[src/rtl/output_port_arbiter.sv]
// Output-port arbiter: four input ports compete round-robin for one downstream
// link; the winner owns the link until its tail flit or a forced release.
module output_port_arbiter #(
  parameter int flitWidth         = 12,
  parameter int modifiedFlitWidth = 14,
  parameter int maxFlits          = 8
) (
  input  logic                         clk,
  input  logic                         reset,
  input  logic [modifiedFlitWidth-1:0] inFlit1,
  input  logic [modifiedFlitWidth-1:0] inFlit2,
  input  logic [modifiedFlitWidth-1:0] inFlit3,
  input  logic [modifiedFlitWidth-1:0] inFlit4,
  input  logic                         outBlock,
  output logic [flitWidth-1:0]         outputData,
  output logic                         outValid,
  output logic                         portBlock1,
  output logic                         portBlock2,
  output logic                         portBlock3,
  output logic                         portBlock4,
  output logic [1:0]                   grant,
  output logic                         busy
);

  localparam int              CW        = $clog2(maxFlits + 1);
  localparam logic [CW-1:0]   MAX_CNT   = CW'(maxFlits);
  localparam logic [CW-1:0]   ONE_CNT   = CW'(1);
  localparam int              VALID_BIT = modifiedFlitWidth - 1;
  localparam int              TAIL_BIT  = modifiedFlitWidth - 2;
  localparam int              HEAD_BIT  = flitWidth - 1;

  typedef enum logic {IDLE, LOCKED} state_t;

  state_t                 state, state_nxt;
  logic [1:0]             rr_ptr, rr_nxt, grant_nxt;
  logic [CW-1:0]          flit_count, count_nxt;
  logic [flitWidth-1:0]   data_nxt;
  logic                   valid_nxt, busy_nxt;

  logic [modifiedFlitWidth-1:0] flit [4];
  logic [3:0]             in_valid, in_tail, in_head, request;
  logic [3:0]             port_block;
  logic [1:0]             winner, rr_idx, sel_port;
  logic                   found, sel_live;

  assign flit[0] = inFlit1;
  assign flit[1] = inFlit2;
  assign flit[2] = inFlit3;
  assign flit[3] = inFlit4;

  for (genvar i = 0; i < 4; i++) begin : g_decode
    assign in_valid[i] = flit[i][VALID_BIT];
    assign in_tail[i]  = flit[i][TAIL_BIT];
    assign in_head[i]  = flit[i][HEAD_BIT];
  end

  assign request = in_valid & in_head;

  // Round-robin search starting at rr_ptr, wrapping 3 -> 0.
  // NOTE: every variable written in an always_comb gets a default first, so
  // no path leaves it unassigned and no latch is inferred.
  always_comb begin
    winner = rr_ptr;
    found  = 1'b0;
    rr_idx = rr_ptr;
    for (int k = 0; k < 4; k++) begin
      rr_idx = rr_ptr + 2'(k);
      if (!found && request[rr_idx]) begin
        winner = rr_idx;
        found  = 1'b1;
      end
    end
  end

  // While reset is held there is no winner or owner, so every valid input stalls.
  assign sel_port = (state == LOCKED) ? grant : winner;
  assign sel_live = !reset && ((state == LOCKED) || found);

  always_comb begin
    port_block = '0;
    for (int n = 0; n < 4; n++) begin
      port_block[n] = in_valid[n] && (!(sel_live && (sel_port == 2'(n))) || outBlock);
    end
  end

  assign portBlock1 = port_block[0];
  assign portBlock2 = port_block[1];
  assign portBlock3 = port_block[2];
  assign portBlock4 = port_block[3];

  always_comb begin
    state_nxt = state;
    rr_nxt    = rr_ptr;
    grant_nxt = grant;
    count_nxt = flit_count;
    data_nxt  = outputData;
    valid_nxt = 1'b0;
    busy_nxt  = busy;
    case (state)
      IDLE: begin
        busy_nxt = 1'b0;
        if (found && !outBlock) begin
          grant_nxt = winner;
          busy_nxt  = 1'b1;
          data_nxt  = flit[winner][flitWidth-1:0];
          valid_nxt = 1'b1;
          count_nxt = ONE_CNT;
          rr_nxt    = winner + 2'd1;
          // A single-flit packet (or maxFlits of 1) never enters LOCKED.
          if (!in_tail[winner] && (ONE_CNT != MAX_CNT)) state_nxt = LOCKED;
        end
      end
      LOCKED: begin
        if (in_valid[grant] && !outBlock) begin
          data_nxt  = flit[grant][flitWidth-1:0];
          valid_nxt = 1'b1;
          count_nxt = flit_count + ONE_CNT;
          if (in_tail[grant] || (count_nxt == MAX_CNT)) begin
            state_nxt = IDLE;
            busy_nxt  = 1'b0;
          end
        end
      end
      default: state_nxt = IDLE;
    endcase
  end

  // NOTE: sequential state uses non-blocking assignments so every register
  // samples the pre-edge values, independent of statement order.
  always_ff @(posedge clk or posedge reset) begin
    if (reset) begin
      state      <= IDLE;
      rr_ptr     <= 2'd0;
      flit_count <= '0;
      outputData <= '0;
      outValid   <= 1'b0;
      grant      <= 2'd0;
      busy       <= 1'b0;
    end else begin
      state      <= state_nxt;
      rr_ptr     <= rr_nxt;
      flit_count <= count_nxt;
      outputData <= data_nxt;
      outValid   <= valid_nxt;
      grant      <= grant_nxt;
      busy       <= busy_nxt;
    end
  end

endmodule

[config.mk]
export PLATFORM = sky130hd
export DESIGN_NAME = output_port_arbiter
export DESIGN_NICKNAME = d
export VERILOG_FILES = /design/src/rtl/output_port_arbiter.sv
export SDC_FILE = /design/constraint.sdc
export NUM_CORES = 1
export LEC_CHECK = 0
export CAP_MARGIN = 25
export CORE_MARGIN = 4
export CORE_UTILIZATION = 33
export DETAILED_ROUTE_END_ITERATION = 8
export GPL_TIMING_DRIVEN = 0
export PLACE_DENSITY = 0.59
export SLEW_MARGIN = 25
export SYNTH_ARGS = -nofsm -noshare
export SYNTH_HDL_FRONTEND = slang
export SYNTH_SLANG_ARGS = --single-unit
[constraint.sdc]
create_clock -name clk -period 2.2 [get_ports clk]
set_clock_uncertainty 0.1 [all_clocks]
set_input_delay 0.44 -clock clk [delete_from_list [all_inputs] [get_ports clk]]
set_output_delay 0.44 -clock clk [all_outputs]
set_load 0.05 [all_outputs]
==> flow_metrics.env <==
export IMPL_startpoint_type="register"
export IMPL_gr_total_overflow=0
export IMPL_grt_max_degree=24
export IMPL_route_detailed_drc=0
export IMPL_ys_seq_area_frac=0.232
export IMPL_synthToLayoutAreaGrowth_pct=51.1
export IMPL_postCtsHoldBufs=0
export IMPL_track_usage=0.205
export IMPL_worstMarginPinSlew_ns=0.823
export IMPL_synth_largest_area_cell="dfrtp_1"
export IMPL_cts_buffer_depth=2
export IMPL_wl_per_cell_um=20.4
export IMPL_postRouteAntennaNets=0
export IMPL_fillers=729
export IMPL_final_cell_mix="clkdlybuf4s50_1, nand2b_1, a21oi_1"
export IMPL_synth_top_area_frac=0.232
export IMPL_hold_slack_ns=0.426
export IMPL_clk_pin_slew_ns=0.10
export IMPL_yosysUniqueCellTypes=48
export IMPL_fp_coreArea_mm2=0.00729
export IMPL_first_pass_iters=4
export IMPL_clock_root_buffer="clkbuf_8"
export IMPL_dp_hpwl_um=6800
export IMPL_max_freq_mhz=385
export IMPL_cts_made_buffers=3
export IMPL_synthArstFlopShare=1.00
export IMPL_fp_dieW_um=94.6
export IMPL_cts_tree="built"
export IMPL_placed_cells=442
export IMPL_final_cells=456
export IMPL_initial_utilization=0.340
export IMPL_grt_pass1_wl_um=14200
export IMPL_layout_drive_gt1_share=0.300
export IMPL_leakage_nw=1.40
export IMPL_final_nets=418
export IMPL_period_share=1.18
export IMPL_synthesis_area_mm2=0.00248
export IMPL_final_common_cell="clkdlybuf4s50_1"
export IMPL_violations="negative setup slack"
export IMPL_critPathCaptureType="output port"
export IMPL_cts_sinks=23
export IMPL_vias_per_cell=5.73
export IMPL_port_buffers=78
export IMPL_setup_ws_ns=-0.400
export IMPL_synth_edf_count=0
export IMPL_drv_cap=0
export IMPL_fp_dieH_um=94.6
export IMPL_syn_num_nets=325
export IMPL_vias=2612
export IMPL_critPathKind="register to output port"
export IMPL_fin_setup_tns_ns=-1.56
export IMPL_p_per_area_mw_per_mm2=1310
export IMPL_synthCells=265
export IMPL_synth_flop_cell="dfrtp_1"
export IMPL_cp_max_fo=5
export IMPL_synth_avg_cell_area_um2=9.35
export IMPL_status="finished, violations left"
export IMPL_yosysWarnings=0
export IMPL_clk_latency_ns=0.28
export IMPL_ios=79
export IMPL_drt_iter0_markers=127
export IMPL_row_count=31
export IMPL_maxSlewViolCount=0
export IMPL_hold_viol_final=0
export IMPL_ir_drop_uv=503
export IMPL_grt_pass1_vias=2656
export IMPL_critical_path_required_ns=1.66
export IMPL_synth_seq_cells=23
export IMPL_gp_congestion=0.848
export IMPL_antenna_found_initial=0
export IMPL_antenna_diode_count=0
export IMPL_relSlewSlack=0.451
export IMPL_routed_wirelength_um=9300
export IMPL_dieArea_mm2=0.00896
export IMPL_htreeDepth=1
export IMPL_setup_viol=8
export IMPL_arrival_ns=2.06
export IMPL_synth_area_leaders="dfrtp_1, mux4_2, mux2i_1"
export IMPL_fin_crit_ns=2.60
export IMPL_hold_path_class="register to register"
export IMPL_rsz0062_at_grt="yes"
cells in the mapped netlist, types with 4 or more instances:
cell,n
nand2b_1,27
a21oi_1,26
mux2i_1,24
nor4b_1,24
dfrtp_1,23
nand2_1,21
clkbuf_1,16
nor2_1,16
mux4_2,14
a41oi_2,9
buf_2,5
inv_1,5
a22o_1,4
o21a_1,4
path summary, 6_finish.rpt:
kind	from	endpoint	slack (ns)	cells past startpoint
max in group asynchronous	reset	rr_ptr[1]	1.17	2
hold reg to reg	busy	busy	0.43	2
setup reg to reg	rr_ptr[0]	outputData[7]	-0.09	8
min in group asynchronous	reset	busy	0.44	2
setup / recovery	rr_ptr[1]	portBlock3	-0.40	8
hold / removal	busy	busy	0.43	2
power by group:
group	total [mW]	switching, mW	internal [mW]
Combinational	3.78	2.14	1.64
Clock	0.297	0.170	0.127
Sequential	0.827	0.188	0.639
Total	4.91	2.50	2.40
sequential cells by signal, indices dropped and copies added (netlist names):
name,flops
busy,1
flit_count,4
grant,2
outValid,1
outputData,12
rr_ptr,2
state,1
routing by layer:
layer | up-vias | wire [µm] | GRT usage
met5 | - | 0 | 0
met4 | 0 | 52 | 0.0385
met3 | 6 | 558 | 0.0263
met2 | 91 | 4480 | 0.328
met1 | 1316 | 4220 | 0.297
li1 | 1199 | - | -
cell families (layout without fill, tap and decap cells):
logic type | Yosys count | in the layout | synth area share
fa+ha+maj | 1 | 1 | 0.00505
buf+inv | 32 | 124 | 0.0621
simple gates | 96 | 96 | 0.230
flops | 23 | 23 | 0.232
compound gates | 70 | 70 | 0.224
mux | 41 | 41 | 0.239
xor+xnor | 2 | 2 | 0.00707
final cells by class:
cell class / count / area, µm² / share of cell area
Timing Repair Buffer: 91 / 876 / 0.234
Multi-Input combinational cell: 210 / 1930 / 0.516
Buffer: 23 / 164 / 0.0438
Sequential cell: 23 / 579 / 0.155
Tap cell: 99 / 124 / 0.0331
Clock buffer: 3 / 41.3 / 0.0110
Inverter: 6 / 22.5 / 0.00602
Clock inverter: 1 / 5.00 / 0.00134
timing repair:
item	4_1_cts	5_1_grt
pin swaps	10	7
resized for setup	82	31
setup buffers	13	1
setup endpoints to repair	24	18
per-stage QoR:
step,instance area [µm²],power (mW),worst slack (ns),util
floorplan,2520,3.24,-0.171,-
global placement,3420,4.19,-1.70,0.470
detailed placement,3420,4.21,-1.70,0.470
CTS,3630,4.74,-0.374,0.497
global route,3740,5.17,-0.487,0.513
finish,3740,4.91,-0.400,0.513
critical path, stage by stage, from the launching register on:
cell,delay (ns)
dfrtp_2,0.46
and3_1,0.15
o22ai_1,0.11
a222oi_1,0.09
buf_4,0.16
buf_4,0.14
a2bb2oi_2,0.13
o41a_4,0.38
buf_8,0.16
Note: power is estimated with default switching activity, not from simulation.
